==> config.mk <==
export PLATFORM = sky130hd
export DESIGN_NAME = reg_bank_rw
export DESIGN_NICKNAME = d
export VERILOG_FILES = /design/src/rtl/reg_bank_rw.sv
export SDC_FILE = /design/constraint.sdc
export NUM_CORES = 1
export LEC_CHECK = 0
export CAP_MARGIN = 20
export CORE_ASPECT_RATIO = 0.75
export CORE_MARGIN = 2
export CORE_UTILIZATION = 36
export CTS_CLUSTER_SIZE = 28
export DETAILED_ROUTE_END_ITERATION = 16
export SLEW_MARGIN = 15
export SYNTH_ARGS = -nofsm -noshare
export SYNTH_HDL_FRONTEND = slang
export SYNTH_SLANG_ARGS = --single-unit
==> constraint.sdc <==
create_clock -name clk -period 1.77 [get_ports clk]
set_clock_uncertainty 0.2 [all_clocks]
set_input_delay 0.177 -clock clk [delete_from_list [all_inputs] [get_ports clk]]
set_output_delay 0.177 -clock clk [all_outputs]
set_load 0.1 [all_outputs]
==> src/rtl/reg_bank_rw.sv <==
// reg_bank_rw: DEPTH x WIDTH register bank with one write port, two
// registered read ports (1-cycle latency) and a sequential clear engine
// that zeroes one entry per cycle while busy is high.
//
// Optional feature: define REG_BANK_BYPASS_EN to forward same-cycle write
// data to a read port whose address matches the write address. Without it
// the read returns the entry's contents from before the write.
//
// Handshake: there is no back-pressure. A write or read request is taken in
// any IDLE cycle in which its enable is sampled high on the rising edge. In
// CLEAR, every request is ignored. rd_valid marks the single cycle in which
// rd_data_a/rd_data_b carry a fresh result. At other times the read outputs
// hold their last values.
module reg_bank_rw #(
    parameter int WIDTH  = 8,
    parameter int ADDR_W = 2
) (
    input  logic              clk,
    input  logic              rst_n,
    input  logic              wr_en,
    input  logic [ADDR_W-1:0] wr_addr,
    input  logic [WIDTH-1:0]  wr_data,
    input  logic              rd_en,
    input  logic [ADDR_W-1:0] rd_addr_a,
    input  logic [ADDR_W-1:0] rd_addr_b,
    output logic [WIDTH-1:0]  rd_data_a,
    output logic [WIDTH-1:0]  rd_data_b,
    output logic              rd_valid,
    input  logic              clr_req,
    output logic              busy,
    output logic              dbg_state
);

    localparam int DEPTH = 1 << ADDR_W;

    typedef enum logic {
        ST_IDLE  = 1'b0,
        ST_CLEAR = 1'b1
    } state_e;

    state_e              state_q, state_d;
    logic [ADDR_W-1:0]   cnt_q, cnt_d;
    logic [WIDTH-1:0]    mem_q [DEPTH];
    logic [DEPTH-1:0]    wr_sel;
    logic [DEPTH-1:0]    clr_sel;
    logic                wr_fire;
    logic                rd_fire;
    logic [WIDTH-1:0]    rd_a_d, rd_b_d;
    logic [WIDTH-1:0]    rd_data_a_q, rd_data_b_q;
    logic                rd_valid_q;

    // In IDLE, a clear request wins over a write in the same cycle. A read
    // in that cycle still completes and returns the data from before the clear.
    assign wr_fire = (state_q == ST_IDLE) && wr_en && !clr_req;
    assign rd_fire = (state_q == ST_IDLE) && rd_en;

    // State register and clear counter.
    always_ff @(posedge clk or negedge rst_n) begin
        if (!rst_n) begin
            state_q <= ST_IDLE;
            cnt_q   <= '0;
        end else begin
            state_q <= state_d;
            cnt_q   <= cnt_d;
        end
    end

    // Next-state logic. CLEAR lasts exactly DEPTH cycles and the counter wraps back to 0.
    always_comb begin
        state_d = state_q;
        cnt_d   = cnt_q;
        case (state_q)
            ST_IDLE: begin
                if (clr_req) begin
                    state_d = ST_CLEAR;
                    cnt_d   = '0;
                end
            end
            ST_CLEAR: begin
                cnt_d = cnt_q + 1'b1;
                if (cnt_q == {ADDR_W{1'b1}}) begin
                    state_d = ST_IDLE;
                end
            end
            default: begin
                state_d = ST_IDLE;
                cnt_d   = '0;
            end
        endcase
    end

    // One-hot decode of the write address and of the entry being cleared.
    always_comb begin
        wr_sel  = '0;
        clr_sel = '0;
        for (int i = 0; i < DEPTH; i++) begin
            wr_sel[i]  = wr_fire && (wr_addr == ADDR_W'(i));
            clr_sel[i] = (state_q == ST_CLEAR) && (cnt_q == ADDR_W'(i));
        end
    end

    // Storage entries. Each one loads only when its own decoded enable is high.
    for (genvar g = 0; g < DEPTH; g++) begin : g_entry
        // Entry g: the clear zeroes it, otherwise it takes the write data when selected.
        always_ff @(posedge clk or negedge rst_n) begin
            if (!rst_n) begin
                mem_q[g] <= '0;
            end else if (clr_sel[g]) begin
                mem_q[g] <= '0;
            end else if (wr_sel[g]) begin
                mem_q[g] <= wr_data;
            end
        end
    end

    // Read muxes, with optional forwarding of same-cycle write data.
    always_comb begin
        rd_a_d = mem_q[rd_addr_a];
        rd_b_d = mem_q[rd_addr_b];
`ifdef REG_BANK_BYPASS_EN
        if (wr_fire && (wr_addr == rd_addr_a)) begin
            rd_a_d = wr_data;
        end
        if (wr_fire && (wr_addr == rd_addr_b)) begin
            rd_b_d = wr_data;
        end
`else
        rd_a_d = rd_a_d;
        rd_b_d = rd_b_d;
`endif
    end

    // Registered read ports. The data holds while no read is taken.
    always_ff @(posedge clk or negedge rst_n) begin
        if (!rst_n) begin
            rd_data_a_q <= '0;
            rd_data_b_q <= '0;
            rd_valid_q  <= 1'b0;
        end else begin
            rd_valid_q <= rd_fire;
            if (rd_fire) begin
                rd_data_a_q <= rd_a_d;
                rd_data_b_q <= rd_b_d;
            end
        end
    end

    assign rd_data_a = rd_data_a_q;
    assign rd_data_b = rd_data_b_q;
    assign rd_valid  = rd_valid_q;
    assign busy      = (state_q == ST_CLEAR);
    assign dbg_state = state_q;

endmodule

# Yosys cells after proc, flatten, opt, wreduce, memory -nomap -nowiden
# Cells that the tools add are included.
[op_classes]
add_sub_neg = 1
magnitude_cmp = 2
n_eq_ne = 7
mux = 19
bitwise_logic = 3
reduce_logical = 18
[ops]
columns = ["op", "n"]
rows = [
  ["$mux W8", 12],
  ["$bmux W8 S2", 2],
  ["$logic_and A1 B1 Y1", 11],
  ["$eq A2 B2 Y1 const B", 4],
  ["$reduce_bool A2 Y1", 4],
  ["$ge A3 B3 Y1 const B", 2],
  ["$not A2 Y3", 2],
  ["$eq A2 B1 Y1 const B", 2],
  ["$logic_not A2 Y1", 2],
  ["$pmux W2 S2", 1],
  ["$add A2 B1 Y2 const B", 1],
  ["$mux W1", 2],
  ["$mux W2", 1],
  ["$ne A2 B2 Y1 const B", 1],
  ["$pmux W1 S2", 1],
  ["$logic_not A1 Y1", 1],
  ["$not A1 Y1", 1],
]
[totals]
register_bits = 52
input_bits = 19
out_inout_bits = 19
word_cells = 59

# Depth between registers and ports, before layout
[depth]
word_depth = 6
depth_mapped = 6
depth_no_buf = 5

# Worst setup path before layout
# OpenSTA, ideal clock, no wires.
[synth_path]
path_kind = "register -> register"
from = "reg state_q (netlist: busy)"
to = "reg mem_q[16] in the netlist's numbering"
setup_time_ps = 126
t_arrival_ps = 1832
t_required_ps = 1444
setup_slack_ps = -388
stages_incl_launch_ff = 6
n_path_buf = 2
synth_period_minus_slack_ps = 2158
cell_sequence = "dfrtp_1 -> buf_6 -> nor4b_4 -> and2_0 -> buf_4 -> o21ai_0"
[synth_between]
elab_chain_len = 5
word_cells_on_any_way = 7
classes_between = "mux (1); bitwise (1); reduce/logical (5)"
[synth_lines]
columns = ["item", "line_no", "rtl"]
rows = [
  ["from (decl)", "41", "state_e state_q, state_d;"],
  ["from (signal assigned)", "63", "state_q <= state_d;"],
  ["$not A1 Y1", "54", "assign wr_fire = (state_q == ST_IDLE) && wr_en && !clr_req;"],
  ["$logic_and A1 B1 Y1 (2 in series)", "54", ""],
  ["$logic_and A1 B1 Y1", "97", "wr_sel[i] = wr_fire && (wr_addr == ADDR_W'(i));"],
  ["$reduce_bool A2 Y1 (no line)", "-", ""],
  ["to (signal, indexed assignment)", "111", "mem_q[g] <= wr_data;"],
  ["to (decl)", "43", "logic [WIDTH-1:0] mem_q [DEPTH];"],
]
# Several ways; a longest one is shown, not always the timed one.
# A chain may end at the register's enable or synchronous reset.

# Final worst setup path
[layout_path]
from = "reg state_q (netlist: busy)"
to = "reg rd_data_a_q[0] (netlist: rd_data_a[0])"
[layout_between]
elab_chain_len = 2
[layout_lines]
columns = ["item", "line_no", "rtl"]
rows = [
  ["$not A1 Y1", "55", "assign rd_fire = (state_q == ST_IDLE) && rd_en;"],
  ["$logic_and A1 B1 Y1", "55", ""],
  ["net rd_fire", "47", "logic rd_fire;"],
  ["to (signal assigned)", "142", "rd_data_a_q <= rd_a_d;"],
  ["to (decl)", "49", "logic [WIDTH-1:0] rd_data_a_q, rd_data_b_q;"],
]
# The timed path passes the listed nets, and every way through them passes these cells.

==> summary.md <==
| Metric | Value |
|---|---|
| Nature of the critical path endpoint | flop |
| Final setup violating endpoints | 0 |
| NumNets Final | approximately 330 |
| Slew HR | 65.1% |
| Initial Util | 36.7% |
| Reg2Reg Capture Point | rd_data_a[0] |
| Max-Cap Viols | 0 |
| Residual DRC count | 0 |
| CTS Buffer Depth | 2 |
| Root Driver | clkbuf_8 |
| Inserted Diodes | 0 |
| Outcome | completed |
| Placed Instances | ~400 |
| Die span in y | just under 80 um |
| Netlist cell types | 26 |
| Worst EP arrival | ~1.7 ns |
| Setup TNS | 0 ns |
| Vias | roughly 2100 |
| Vias per cell | 5.23 |
| Initial antenna violation count | 0 |
| Hold crit path type | primary input to async pin |
| Detail Placement HPWL | a little under 5000 um |
| Ratio of cells with drive above 1 in the final layout | between 10% and 20% |
| Post-synthesis sequential area ratio | between 40% and 50% |
| Worst EP required | 1.78 ns |
| DR pass1 iterations | 4 |
| Worst-margin pin slew | ~0.52 ns |
| Adder-cell share of the synthesized area | 1.88% |
| Routed Antenna Nets | 0 |
| Syn Area/Cell | roughly 10 um^2 |
| Clk sinks | between 50 and 60 |
| Depth of the CTS H-tree | 2 |
| First-pass GRT wire length | between 10000 and 15000 um |
| Fmax | between 0.5 and 0.6 GHz |
| R2R Path Start | busy |
| Total Wirelength | roughly 6700 um |
| Die area | 8110 um^2 |
| Post-CTS Setup Inserts | 0 |
| Final Cycle Share | between 90% and 100% |
| Final cell count without fillers | between 400 and 500 |
| Clock Latency Late Sink | ~0.30 ns |
| Vias in the first global route | ~2000 |
| R2R setup slack | 0.10 ns |
| Num rows | 27 |
| Net Count, Synth | around 290 |
| CP Cell Sequence | nand2b_1 -> inv_2 -> nand2_1 -> o221ai_1 |
| All-Layer GR Usage | between 10% and 20% |
| Simple-Gate Fraction of Synth Area | 18.6% |
| Final Hold Vio Count | 0 |
| Congestion Overflow GR | 0 |
| RSZ-0062 raised after global routing | no |
| XOR/XNOR share of the synthesized area | 0% |
| WHS | between 0.15 and 0.2 ns |
| CP max stage cell | dfrtp_4 |
| Yosys Warn Count | 0 |
| # port buffers | 37 |
| Cells after synthesis | between 200 and 300 |
| Clock slew at reported path FFs | 0.10 ns |
| Worst Reg2Reg Path Length in Cells | 4 |
| CP Class | flop to flop |
| Peak VDD IR | 651 uV |
| Synthesis-stage register bit count | 52 |
| Startpoint type of the worst setup path | flop |
| Core Box Area | between 7000 and 8000 um^2 |
| Synthesized area | ~2700 um^2 |
| Synth Area in Compound Gates | 13.1% |
| Area Growth Syn to Fin | 32.4% |
| Power Dens Cells | around 1500 nW/um^2 |
| Initial drt markers | 175 |
| Die width | a little over 100 um |
| I/O pin count | 38 |
| Slew Limit Fails | 0 |
| Leakage | 0.00159 uW |
| Maximum fanout along the worst path | 8 |
| Total CTS buffers | 5 |
| Min Clock Period, post-route | between 1.5 and 2 ns |
| RePlAce Congestion | around 0.8 |
| CTS tree | done |
| WL/cell | roughly 16 um |
| Post-synthesis mux area share | about an eighth |
| Largest family of logic cells by synthesized area | simple AND/OR/NAND/NOR gates |
| Largest net degree at the start of global routing | 31 |
| Max incr delay on CP | 0.53 ns |
| Layout Utilization | around 49% |
critical path: cells and delay by family, from the launching register on:
kind | cells | cell delay (ns)
buf+inv | 1 | 0.12
compound gates | 1 | 0.27
flops | 1 | 0.53
simple gates | 2 | 0.47
sequential cells by signal, summed over array words and instances (netlist names):
| register | flops |
|---|---|
| rd_valid | 1 |
| rd_data_b | 8 |
| busy | 1 |
| mem_q | 32 |
| rd_data_a | 8 |
| cnt_q | 2 |
cell usage in the layout (no fill, tap or decap), drive strengths merged:
cell           count
nand2             55
buf               37
or4b               1
o21ai             16
nor4b              1
nand3b            16
dlygate4sd3        1
ha                 4
nand4bb            1
nor2               1
inv                4
o221ai            16
clkinvlp           1
nand2b             3
nand3             16
nor4bb             1
mux2               1
dfrtp             52
and2               2
o31ai              1
clkdlybuf4s50     17
mux2i             33
clkbuf             7
o211ai            16
cell usage after synthesis, drive strengths merged:
| cell | instances | area (um^2) |
|---|---|---|
| o31ai | 1 | 7.51 |
| nor2 | 1 | 3.75 |
| o221ai | 16 | 140 |
| o211ai | 16 | 120 |
| inv | 4 | 15.0 |
| nor4bb | 1 | 10.0 |
| nand2b | 3 | 18.8 |
| nor4b | 1 | 23.8 |
| or4b | 1 | 10.0 |
| mux2 | 1 | 11.3 |
| nand3 | 16 | 80.1 |
| nand4bb | 1 | 11.3 |
| buf | 14 | 82.6 |
| ha | 4 | 50.1 |
| o21ai | 16 | 80.1 |
| nand2 | 55 | 206 |
| mux2i | 33 | 330 |
| clkbuf | 8 | 30.0 |
| dfrtp | 52 | 1300 |
| nand3b | 16 | 120 |
| and2 | 2 | 12.5 |
metrics by stage:
step | worst slack (ns) | instance area [um^2] | total power (uW)
after floorplan | -0.0591 | 2670 | 3580
after global placement | -0.133 | 3420 | 4680
after detailed placement | -0.163 | 3420 | 4710
after CTS | 0.102 | 3530 | 5430
after global routing | 0.0247 | 3530 | 5670
final | 0.100 | 3530 | 5390
power breakdown:
group          switching (uW)  internal, uW  total (uW)
sequential                342          1510        1850
combinational            1830          1000        2830
clock                     395           319         714
area by class of cell:
| cell class | instances | area [um^2] |
|---|---|---|
| Clock buffer | 7 | 86.3 |
| Clock inverter | 1 | 7.51 |
| Fill cell | 688 | 3730 |
| Inverter | 4 | 15.0 |
| Multi-Input combinational cell | 184 | 1250 |
| Sequential cell | 52 | 1310 |
| Tap cell | 101 | 126 |
| Timing Repair Buffer | 55 | 743 |
cell families after synthesis:
logic type	count (synthesis)
AND/OR/NAND/NOR	97
flip-flops	52
AO/OA/AOI/OAI	49
multiplexers	34
buffers and inverters	26
adder cells (fa/ha/maj)	4
routing by layer:
| layer | up-vias | global-route usage [%] | share of wire [%] |
|---|---|---|---|
| met5 | - | 0 | 0 |
| met4 | 0 | 2.76 | 0.29 |
| met3 | 2 | 3.21 | 5.2 |
| met2 | 46 | 24.7 | 41 |
| met1 | 1042 | 28.4 | 53 |
| li1 | 1023 | - | - |
repair_timing:
| item | in CTS | in global routing |
|---|---|---|
| hold buffers | 1 | 0 |
| endpoints found under the hold margin | 19 | 0 |
| resized for setup | 1 | 0 |
| endpoints found under the setup margin | 1 | 0 |
worst max path at each step:
stage	start	to	slack, ns
after floorplan	busy	mem_q[16]	-0.06
after global placement	wr_addr[1]	mem_q[24]	-0.13
after detailed placement	wr_addr[1]	mem_q[26]	-0.16
after CTS	busy	rd_data_a[0]	0.10
after global routing	busy	rd_data_b[7]	0.02
final	busy	rd_data_a[0]	0.10
Note: power is estimated with default switching activity, not from simulation.
